<file path="config.mk">
export PLATFORM = sky130hd
export DESIGN_NAME = priority_arbiter
export DESIGN_NICKNAME = d
export VERILOG_FILES = /design/src/rtl/priority_arbiter.sv
export SDC_FILE = /design/constraint.sdc
export NUM_CORES = 1
export LEC_CHECK = 0
export CORE_ASPECT_RATIO = 0.7
export CORE_UTILIZATION = 60
export DETAILED_ROUTE_END_ITERATION = 10
export GPL_TIMING_DRIVEN = 0
export PLACE_DENSITY_LB_ADDON = 0.25
export SLEW_MARGIN = 20
export SYNTH_ARGS = -nofsm -noshare
export SYNTH_HDL_FRONTEND = slang
export SYNTH_SLANG_ARGS = --single-unit
</file>
<file path="constraint.sdc">
create_clock -name clk -period 7.5 [get_ports clk]
set_input_delay 1.125 -clock clk [delete_from_list [all_inputs] [get_ports clk]]
set_output_delay 1.125 -clock clk [all_outputs]
set_load 0.02 [all_outputs]
</file>
<file path="src/rtl/priority_arbiter.sv">
// Eight-requester arbiter with fixed-priority or round-robin selection and a
// bounded hold time per grant; every output comes straight from a flop.
module priority_arbiter #(
    parameter int unsigned TIMEOUT = 15
) (
    input  logic       clk,
    input  logic       rst_n,
    input  logic [7:0] req,
    input  logic       done,
    input  logic       rr_mode,
    output logic [7:0] grant,
    output logic [2:0] gnt_id,
    output logic       gnt_valid,
    output logic       timeout
);

    typedef enum logic {
        IDLE = 1'b0,
        BUSY = 1'b1
    } state_t;

    localparam logic [7:0] HOLD_LAST = 8'(TIMEOUT - 1);

    state_t     state_q;
    logic [7:0] grant_q;
    logic [2:0] gnt_id_q;
    logic       gnt_valid_q;
    logic       timeout_q;
    logic [7:0] hold_q;
    logic [2:0] last_id_q;

    logic [2:0] winner_d;
    logic       owner_req_s;
    logic       expired_s;
    logic       release_s;
    logic       forced_s;

    // Highest set index wins; later iterations overwrite earlier ones.
    function automatic logic [2:0] fixed_pick(input logic [7:0] r);
        logic [2:0] id;
        id = 3'd0;
        for (int i = 0; i < 8; i++) begin
            if (r[i]) begin
                id = i[2:0];
            end
        end
        return id;
    endfunction

    // Search downward from last-1 with wrap; the smallest distance wins, so
    // the loop runs from the farthest candidate to the nearest.
    function automatic logic [2:0] rr_pick(input logic [7:0] r, input logic [2:0] last);
        logic [2:0] id;
        logic [2:0] cand;
        id = 3'd0;
        for (int k = 7; k >= 0; k--) begin
            cand = last - 3'd1 - k[2:0];
            if (r[cand]) begin
                id = cand;
            end
        end
        return id;
    endfunction

    assign owner_req_s = req[gnt_id_q];
    assign expired_s   = (hold_q == HOLD_LAST);
    assign release_s   = done | ~owner_req_s | expired_s;
    assign forced_s    = expired_s & ~done & owner_req_s;

    // Winner selection for the next grant, policy taken from rr_mode.
    always_comb begin
        winner_d = 3'd0;
        if (rr_mode) begin
            winner_d = rr_pick(req, last_id_q);
        end else begin
            winner_d = fixed_pick(req);
        end
    end

    // Arbitration state machine with registered grant outputs.
    always_ff @(posedge clk) begin
        if (!rst_n) begin
            state_q     <= IDLE;
            grant_q     <= 8'h00;
            gnt_id_q    <= 3'd0;
            gnt_valid_q <= 1'b0;
            timeout_q   <= 1'b0;
            hold_q      <= 8'h00;
            last_id_q   <= 3'd0;
        end else begin
            case (state_q)
                IDLE: begin
                    timeout_q <= 1'b0;
                    hold_q    <= 8'h00;
                    if (req != 8'h00) begin
                        state_q     <= BUSY;
                        grant_q     <= 8'b0000_0001 << winner_d;
                        gnt_id_q    <= winner_d;
                        gnt_valid_q <= 1'b1;
                        last_id_q   <= winner_d;
                    end else begin
                        state_q     <= IDLE;
                        grant_q     <= 8'h00;
                        gnt_id_q    <= 3'd0;
                        gnt_valid_q <= 1'b0;
                    end
                end
                BUSY: begin
                    if (release_s) begin
                        state_q     <= IDLE;
                        grant_q     <= 8'h00;
                        gnt_id_q    <= 3'd0;
                        gnt_valid_q <= 1'b0;
                        timeout_q   <= forced_s;
                        hold_q      <= 8'h00;
                    end else begin
                        state_q   <= BUSY;
                        timeout_q <= 1'b0;
                        // Saturate rather than wrap, even for out-of-range TIMEOUT.
                        if (hold_q != 8'hFF) begin
                            hold_q <= hold_q + 8'd1;
                        end else begin
                            hold_q <= hold_q;
                        end
                    end
                end
                default: begin
                    state_q     <= IDLE;
                    grant_q     <= 8'h00;
                    gnt_id_q    <= 3'd0;
                    gnt_valid_q <= 1'b0;
                    timeout_q   <= 1'b0;
                    hold_q      <= 8'h00;
                end
            endcase
        end
    end

    assign grant     = grant_q;
    assign gnt_id    = gnt_id_q;
    assign gnt_valid = gnt_valid_q;
    assign timeout   = timeout_q;

endmodule

</file>
==> flow_summary_export.csv <==
group,metric,value,unit
status,outcome,"complete, no violations",
placed_design,gp_routability_congestion,0.943,
floorplan,rows,17,
timing,final-max-slew-violation-count,0,
critical_path,kind_of_capture_point_of_the_worst_setup_path,"flip-flop",
synth,ys.flop_type,"dfxtp_1",
synth,count_of_state_elements_after_synthesis,25,
clocking,cts_buffers,3,
synth,syn_nets,247,
floorplan,floorplan.initialDensity,0.658,
placed_design,placed_cells,298,
clocking,clk_path_buf_depth,2,
clocking,cts.repair_timing.setup_buffer_count,0,
critical_path,crit_path_buffers_inverters,4,
timing,finalCritPeriodShare,0.522,
floorplan,design.die.area,3840,sq um
synth,synth_edf_count,0,
clocking,clkTransAtPathRegs,80,ps
global_route,grt_pass1_wl,8540,microns
timing,rsz0062_at_grt,"false",
placed_design,pre_cts_slack,3450,ps
critical_path,r2r_cells,12,
layout,layout_commonest_cell,"dfxtp_1",
clocking,insertion_delay,260,ps
timing,worst_slew_pin_slew,573,ps
flow_run,cap_viol_max_count,0,
clocking,htreeDepth,1,
global_route,gr-usage-all-layers,0.292,
clocking,tritoncts,"built",
placed_design,port_buffers,20,
floorplan,die_height,52.2,microns
timing,period_minus_slack,3910,ps
critical_path,timing.critical_path.cells,"buf_6, clkbuf_1, inv_1, ha_1, buf_6, mux4_1, mux2_2, o21ai_1, o21ai_0, a211oi_1, nor3_1, a22o_1",
critical_path,cp_top_delay_family,"compound AO/OA/AOI/OAI gates",
timing,max_clock_freq,256,MHz
timing,final.setup.tns,0,ps
synth,synth-compound-area-share,0.215,
synth,synthesis.area,2160,sq um
critical_path,arrival_time_of_data_at_the_critical_path_endpoint,4080,ps
critical_path,critPathMaxFanout,10,
critical_path,timing.setup.critical_path_class,"flip-flop to flip-flop",
hold_path,min_to,"grant[5]",
routing,firstDrtPassIters,4,
synth,syn_inst,231,
layout,synthToLayoutAreaGrowth,14.1,%
critical_path,critical_path.slowest_cell,"mux4_1",
synth,ys_warn_count,0,
global_route,grt_max_degree,14,
floorplan,core-area,3280,sq um
global_route,vias_in_the_first_global_route,1770,
global_route,antenna_violations_before_repair,0,
global_route,global_route.overflow_total,0,
floorplan,floorplan.die.width,73.6,microns
synth,async_reset_ff_frac,0,
critical_path,worst_r2r_endpoint,"grant[0]",
synth,yosys.area_share.xor_xnor,0.0598,
routing,wl,5160,microns
timing,fin_ws,3590,ps
clocking,ctsHoldBuffers,0,
layout,count_of_non_filler_cells_in_the_finished_layout,302,
synth,muxShareOfSynthArea,0.209,
critical_path,crit_cells,12,
critical_path,crit_path_start_kind,"flip-flop",
timing,hold-worst-slack,447,ps
critical_path,cp_slowest_stage_delay,670,ps
critical_path,worst-r2r-setup-slack,3590,ps
routing,final_antenna_net_count,0,
routing,post-route-drc-count,0,
clocking,postCtsResizedCells,0,
critical_path,crit-reg2reg-launch,"last_id_q[0]",
routing,num_vias,1932,
synth,yosys.area_share.adder,0.0232,
timing,setup_viol,0,
timing,finalHoldViolations,0,
routing,drtIter0Drc,259,
layout,most-common-layout-cells,"dfxtp_1 (25), clkdlybuf4s50_1 (20), nand2_1 (17), nor2_1 (15), mux2i_1 (12)",
timing,max_slew_margin,0.616,
synth,yosys.area_share.simple,0.207,
floorplan,io_pins,25,
hold_path,whs_path_depth,2,
layout,fin_nets,272,
synth,postSynthAreaPerCell,9.33,sq um
clocking,ctsRootBufferMaster,"clkbuf_8",
hold_path,hp-start,"grant[5]",
critical_path,timing.critical_path.required,7660,ps
clocking,clkSinkCount,25,
synth,largest_family_of_logic_cells_by_synthesized_area,"compound AO/OA/AOI/OAI gates",
routing,vias_per_cell,6.40,
placed_design,detailedPlacementHpwl,3900,microns
critical_path,cp_common_cell,"buf_6",
synth,yosysSeqAreaShare,0.232,
timing,final.setup_skew,2.52,ps
routing,post_drt_wl_per_cell,17.1,microns
layout,insertedDiodeCount,0,
layout,layout-drive-gt1-share,0.153,
hold_path,hold_path.class,"flip-flop to flip-flop",
synth,synthDistinctLibCells,57,
==> synthesized netlist by cell type, types with 2 or more instances <==
cell type / count / share of area
o21ai_1: 6 / 0.014
o311ai_0: 2 / 0.0081
nand2_1: 17 / 0.030
xnor2_1: 3 / 0.012
a21oi_1: 4 / 0.0093
o22ai_1: 4 / 0.012
o211a_1: 2 / 0.0093
nor3b_1: 3 / 0.010
nand3b_1: 2 / 0.0070
and3_1: 2 / 0.0058
xor2_1: 2 / 0.0081
nor2_1: 15 / 0.026
nand3_1: 8 / 0.019
nor3_1: 7 / 0.016
buf_6: 2 / 0.010
or3_1: 4 / 0.012
clkbuf_1: 6 / 0.010
nor2b_1: 6 / 0.017
and2_1: 5 / 0.015
a211oi_1: 3 / 0.010
nor4_1: 6 / 0.017
dfxtp_1: 25 / 0.23
buf_4: 3 / 0.010
mux4_2: 10 / 0.10
a31oi_1: 4 / 0.012
xnor3_1: 2 / 0.021
mux2_2: 7 / 0.037
o2111a_1: 2 / 0.010
inv_1: 5 / 0.0087
ha_1: 4 / 0.023
a2111oi_4: 2 / 0.026
mux2i_1: 12 / 0.056
o21ai_0: 9 / 0.021
buf_2: 6 / 0.014
a22o_1: 9 / 0.037
==> stage by stage <==
| step | utilization | cell area [sq um] |
|---|---|---|
| finish | 0.751 | 2460 |
| detailed placement | 0.737 | 2410 |
| global placement | 0.737 | 2410 |
| CTS | 0.751 | 2460 |
| floorplan | - | 2160 |
| global route | 0.751 | 2460 |
==> worst max path at each step <==
stage / start / to
2_1_floorplan: last_id_q[0] / grant[1]
3_3_place_gp: req[2] / grant[0]
3_5_place_dp: req[2] / grant[0]
4_1_cts: last_id_q[0] / grant[0]
5_1_grt: last_id_q[0] / grant[2]
6_report: last_id_q[0] / grant[0]
==> cell families after synthesis <==
logic type      count (synthesis)
fa+ha+maj                       4
buf+inv                        22
xor+xnor                        9
compound gates                 57
simple gates                   84
mux                            30
flops                          25
==> routing by layer <==
layer  up-vias  track usage  part of all wire
li1        941            -                 -
met1       883        0.449              0.48
met2       108        0.410              0.42
met3         0       0.0950              0.11
met4         0       0.0160                 0
met5         -            0                 0
==> final cells by class <==
cell class	instances	area [sq um]
Multi-Input combinational cell	184	1540
Tap cell	47	58.8
Sequential cell	25	500
Inverter	5	18.8
Fill cell	266	816
Clock buffer	4	45.0
Timing Repair Buffer	20	200
Buffer	17	97.6
==> sequential cells by signal (all words and copies together), names as in the netlist <==
name / flops
grant: 8
hold_q: 8
gnt_id: 3
last_id_q: 3
gnt_valid: 1
state_q: 1
timeout: 1
==> tightest hold or removal path: cells and delay by family, from the launching register on <==
kind	cells	cell delay [ps]
simple gates	1	50
compound gates	1	50
flops	1	320
Power is left out: the tool's default activity adds up to more than one toggle a clock period on the data nets, which glitch-free logic cannot reach.
==> patch 1, RTL diff (config.mk and constraints unchanged) <==
Reset style: asynchronous (`rst_n`), changed in one clocked block.
--- a/src/rtl/priority_arbiter.sv
+++ b/src/rtl/priority_arbiter.sv
@@ -78,7 +78,7 @@
     end
 
     // Arbitration state machine with registered grant outputs.
-    always_ff @(posedge clk) begin
+    always_ff @(posedge clk or negedge rst_n) begin
         if (!rst_n) begin
             state_q     <= IDLE;
             grant_q     <= 8'h00;
Behaviour: differs if rst_n is asserted again (counterexample within 4 cycles, from zero or initial values and one cycle with rst_n low); with rst_n held inactive, the same outputs for 10 cycles.
==> patch 1 against the unedited design <==
Cell area up 3.5%. Via count is 3.3% higher. Setup slack better by 0.11 ns. Synthesized area is 2.5% higher. Sequential cell count unchanged. Non-clock buffer count increased by 5. Routed wire length hardly changed. Utilization down 2.6 points. Critical path type is now in -> reg. Highest routed layer unchanged.
==> patch 1: results (changes against the unedited design) <==
INFO  metric run_status = completed
INFO  metric detailedPlacementHpwl = 4.02 mm (+2.9%)
INFO  metric num-nonclk-inverters = 9 (+4)
INFO  metric num-nets-final = 273 (+0.37%)
INFO  metric clkCellAreaFrac = 0.0192 (+0.000853)
INFO  metric detail_route.wl_per_cell = 16.9 um (-1.3%)
INFO  metric syn_nets = 245 (-0.81%)
INFO  metric post_synth_xor_area_fraction = 0.0515 (-0.00825)
INFO  metric max_slew_margin = 0.476 (-0.140)
INFO  metric synth-seq-area-share = 0.283 (+0.0510)
INFO  metric finish.cell_count_without_fillers = 306 (+1.3%)
INFO  metric count_of_vias_placed_by_the_detailed_router = 1995 (+3.3%)
INFO  metric total_number_of_multi_input_combinational_cells = 176 (-4.3%)
INFO  metric drt_first_pass_iters = 5 (+1)
INFO  metric synthDistinctLibCells = 56 (-1.8%)
INFO  metric post_synth_most_frequent_cells = 25 x dfrtp_1, 24 x nor2_1, 15 x nand2_1, 13 x mux4_2, 12 x mux2i_1
INFO  metric fraction_of_standard_cell_area_in_multi_input_logic = 0.570 (-0.0561)
INFO  metric dpl_cell_area = 2500 sq um (+3.6%)
INFO  metric flops_and_latches = 25 (unchanged)
INFO  metric worst_clock_skew = 0.00940 ns (+0.00689 ns)
INFO  metric synth-compound-area-share = 0.183 (-0.0313)
INFO  metric layout.area.seq = 626 sq um (+25%)
INFO  metric asr_flop_ratio_synth = 1.00 (+1.00)
INFO  metric grt_first_pass_wirelength = 8.56 mm (+0.32%)
INFO  metric adder_cell_share_of_the_synthesized_area = 0.0227 (-0.000565)
INFO  metric buffers = 42 (+14%)
INFO  metric synth.area.top_cells = dfrtp_1 28%, mux4_2 13%, mux2i_1 5.4%
INFO  metric cpMaxStageDelayCell = mux4_2
INFO  metric yosys-mux-area-fraction = 0.230 (+0.0215)
INFO  metric critical-path-max-stage-delay = 0.52 ns (-0.15 ns)
INFO  metric gp_routability_congestion = 1.00 (+6.5%)
INFO  metric grt_pass1_vias = 1704 (-3.7%)
INFO  metric grt_start_max_net_pins = 26 (+12)
INFO  metric placedCellCount = 302 (+1.3%)
patch 1: changes by cell type after synthesis, moves of 4 or more:
| cell | delta |
|---|---|
| a21oi_1 | +6 |
| a22o_1 | -7 |
| a32o_1 | +7 |
| dfrtp_1 | +25 |
| dfxtp_1 | -25 |
| inv_1 | +4 |
| nor2_1 | +9 |
| nor4_1 | -4 |
| o21ai_1 | -5 |
patch 1: metal layers:
layer / part of all wire / global-route usage / vias to the layer above
li1: - / - / 930
met1: 0.48 / 0.488 / 971
met2: 0.41 / 0.389 / 94
met3: 0.11 / 0.0788 / 0
met4: 0 / 0.0126 / 0
met5: 0 / 0 / -
patch 1: path summary, 6_finish.rpt:
check	start	endpoint	slack [ns]	depth (start not counted)
setup reg to reg	last_id_q[0]	grant[6]	3.83	13
hold reg to reg	grant[5]	grant[5]	0.50	1
max in group asynchronous	rst_n	hold_q[2]	6.31	1
hold / removal	grant[5]	grant[5]	0.50	1
min in group asynchronous	rst_n	grant[3]	0.82	1
setup / recovery	req[4]	grant[6]	3.70	10
patch 1: cells by family after synthesis:
group	after synthesis
AOI/OAI and AO/OA	55
xor gates and xnor gates	8
adders and majority gates	4
buffers and inverters	28
DFF	25
muxes	33
and+or+nand+nor	76
patch 1: through the flow:
step / util / power [mW] / setup WS (ns)
final: 0.725 / 1.26 / 3.70
after global routing: 0.725 / 1.34 / 3.52
after CTS: 0.726 / 1.24 / 3.72
after detailed placement: 0.712 / 1.16 / 3.43
after global placement: 0.712 / 1.15 / 3.49
after floorplan: - / 0.939 / 4.21
patch 1: where the power goes:
part | switching [mW] | internal (mW) | total (mW) | leakage (nW)
clock network | 0.0435 | 0.0377 | 0.0812 | 0.0217
logic | 0.530 | 0.446 | 0.976 | 0.719
registers | 0.0273 | 0.171 | 0.198 | 0.327
==> patch 2, RTL diff (same settings) <==
Without the edit above. The parameter `TIMEOUT` goes from 15 to 11.
--- a/src/rtl/priority_arbiter.sv
+++ b/src/rtl/priority_arbiter.sv
@@ -1,7 +1,7 @@
 // Eight-requester arbiter with fixed-priority or round-robin selection and a
 // bounded hold time per grant; every output comes straight from a flop.
 module priority_arbiter #(
-    parameter int unsigned TIMEOUT = 15
+    parameter int unsigned TIMEOUT = 11
 ) (
     input  logic       clk,
     input  logic       rst_n,
Behaviour: no difference found for any inputs over 10 cycles, from zero or initial values and one cycle with rst_n low; that may be too few to reach the edited logic, so the function may still have changed.
==> patch 2 against the unedited design <==
Routed wire length shrank 0.93%. Sequential cell count stayed put. Critical path depth grew 1. Cell area increased by 0.92%. Setup slack improved by 0.36 ns. Synthesized area grew 0.87%. Maximum frequency grew 10%. Critical path type unchanged.
==> patch 2: results (changes against the unedited design) <==
INFO  metric mean_number_of_vias_per_cell = 6.35 (-0.75%)
INFO  metric synth.area.top_cells = dfxtp_1 23%, mux4_2 11%, mux2i_1 6.0%
INFO  metric post_synth_most_frequent_cells = 31 x nand2_1, 25 x dfxtp_1, 20 x nor2_1, 13 x mux2i_1, 11 x mux4_2
INFO  metric max_slew_margin = 0.589 (-0.0267)
INFO  metric hold_depth = 2 (unchanged)
INFO  metric grt_pass1_vias = 1607 (-9.2%)
INFO  metric worst_clock_skew = 0.00591 ns (+0.00339 ns)
INFO  metric holdWs = 0.452 ns (+0.00471 ns)
INFO  metric worstReg2RegEnd = grant[5]
INFO  metric synth-seq-area-share = 0.230 (-0.00200)
INFO  metric worst_r2r_path_depth = 13 (+1)
INFO  metric worst_hold_startpoint = gnt_valid
INFO  metric grt_start_max_net_pins = 16 (+2)
INFO  metric gp_routability_congestion = 0.985 (+4.5%)
INFO  metric antennaDiodeCount = 0 (unchanged)
INFO  metric worst_path_fanout_max = 10 (unchanged)
INFO  metric num-nets-final = 276 (+1.5%)
INFO  metric cts.repair_timing.setup_buffer_count = 0 (unchanged)
INFO  metric asr_flop_ratio_synth = 0 (unchanged)
INFO  metric buffer_ports.inserted = 20 (unchanged)
INFO  metric synthesis.yosys.warnings = 0 (unchanged)
INFO  metric numCtsBuffers = 3 (unchanged)
INFO  metric post_synth_xor_area_fraction = 0.0535 (-0.00627)
INFO  metric cpLargestDelayFamily = buffers and inverters
INFO  metric drt_first_iter_violations = 239 (-7.7%)
INFO  metric grt_first_pass_wirelength = 8.28 mm (-3.0%)
INFO  metric power.leakage = roughly 0.94 nW
INFO  metric detailedPlacementHpwl = 4.01 mm (+2.6%)
INFO  metric reg2reg_setup_slack = 3.94 ns (+0.36 ns)
INFO  metric synthDistinctLibCells = 60 (+5.3%)
INFO  metric run_status = completed
INFO  metric critical-path-max-stage-delay = 0.39 ns (-0.28 ns)
INFO  metric htree_num_levels = 1 (unchanged)
INFO  metric drt_first_pass_iters = 5 (+1)
INFO  metric clkSlewWorstSetupHoldPaths = approximately 0.090 ns
INFO  metric adder_cell_share_of_the_synthesized_area = 0.0230 (-0.000200)
INFO  metric min_path_type = reg -> reg
INFO  metric max-vdd-ir-drop = 0.345 mV
INFO  metric syn_nets = 251 (+1.6%)
INFO  metric yosys-mux-area-fraction = 0.251 (+0.0425)
INFO  metric critical_register_to_register_path_startpoint = last_id_q[0]
INFO  metric clock_insertion_delay_worst_skew = around 0.27 ns
INFO  metric detail_route.wl_per_cell = 16.7 um (-2.2%)
INFO  metric clk_path_buf_depth = 2 (unchanged)
INFO  metric min_delay_worst_endpoint = gnt_valid
INFO  metric clock_tree.root_cell = clkbuf_8
INFO  metric overall_routing_resource_usage = 0.291 (-0.00138)
INFO  metric cpMaxStageDelayCell = or3_1
INFO  metric antenna_violations_before_repair = 0 (unchanged)
INFO  metric synth-compound-area-share = 0.164 (-0.0508)
INFO  metric final_layout_size_suffix_gt1_frac = 0.166 (+0.0131)
INFO  metric ctsResizeCount = 0 (unchanged)
## patch 2: worst max-delay path by stage
stage | start | endpoint | slack, ns | cells past startpoint
2_1_floorplan | req[4] | grant[4] | 4.39 | 8
6_report | last_id_q[0] | grant[5] | 3.94 | 13
3_3_place_gp | req[0] | grant[7] | 3.75 | 8
3_5_place_dp | req[0] | grant[5] | 3.69 | 8
4_1_cts | last_id_q[0] | grant[5] | 3.96 | 13
5_1_grt | last_id_q[0] | grant[5] | 3.72 | 12
## patch 2: layout make-up
class                   count  area [sq um]
clock buffers               3          41.3
repair buffers             20           200
inverters                   6          22.5
clock inverters             1          7.51
well taps                  47          58.8
plain buffers              15          92.6
fillers                   233           815
flip-flops and latches     25           500
multi-input cells         189          1560
## patch 2: per-layer routing
layer | GRT usage | routed length [um]
met5 | 0 | 0
met4 | 0.0321 | 31
met3 | 0.0462 | 437
met2 | 0.421 | 2230
met1 | 0.458 | 2410
## patch 2: kinds of logic after synthesis
family	count (synthesis)
AND/OR/NAND/NOR	93
AO/OA/AOI/OAI	50
multiplexers	34
flip-flops	25
buffers and inverters	21
XOR/XNOR	8
adder cells (fa/ha/maj)	4
## patch 2: metrics by stage
step | cells | setup slack [ns] | area, sq um
finish | 306 | 3.94 | 2480
CTS | 306 | 3.96 | 2480
global route | 306 | 3.72 | 2480
global placement | 302 | 3.75 | 2430
floorplan | 235 | 4.39 | 2170
detailed placement | 302 | 3.69 | 2430
## patch 2: power breakdown
part	switching, mW	total [mW]	internal (mW)
sequential	0.0231	0.184	0.161
combinational	0.560	1.06	0.498
clock	0.0431	0.0808	0.0377
total	0.626	1.32	0.696
## patch 2: worst min-delay path: stages, from the launching register on
cell and delay [ns]:
dfxtp_1 0.32, nand2_1 0.05, nand2_1 0.04
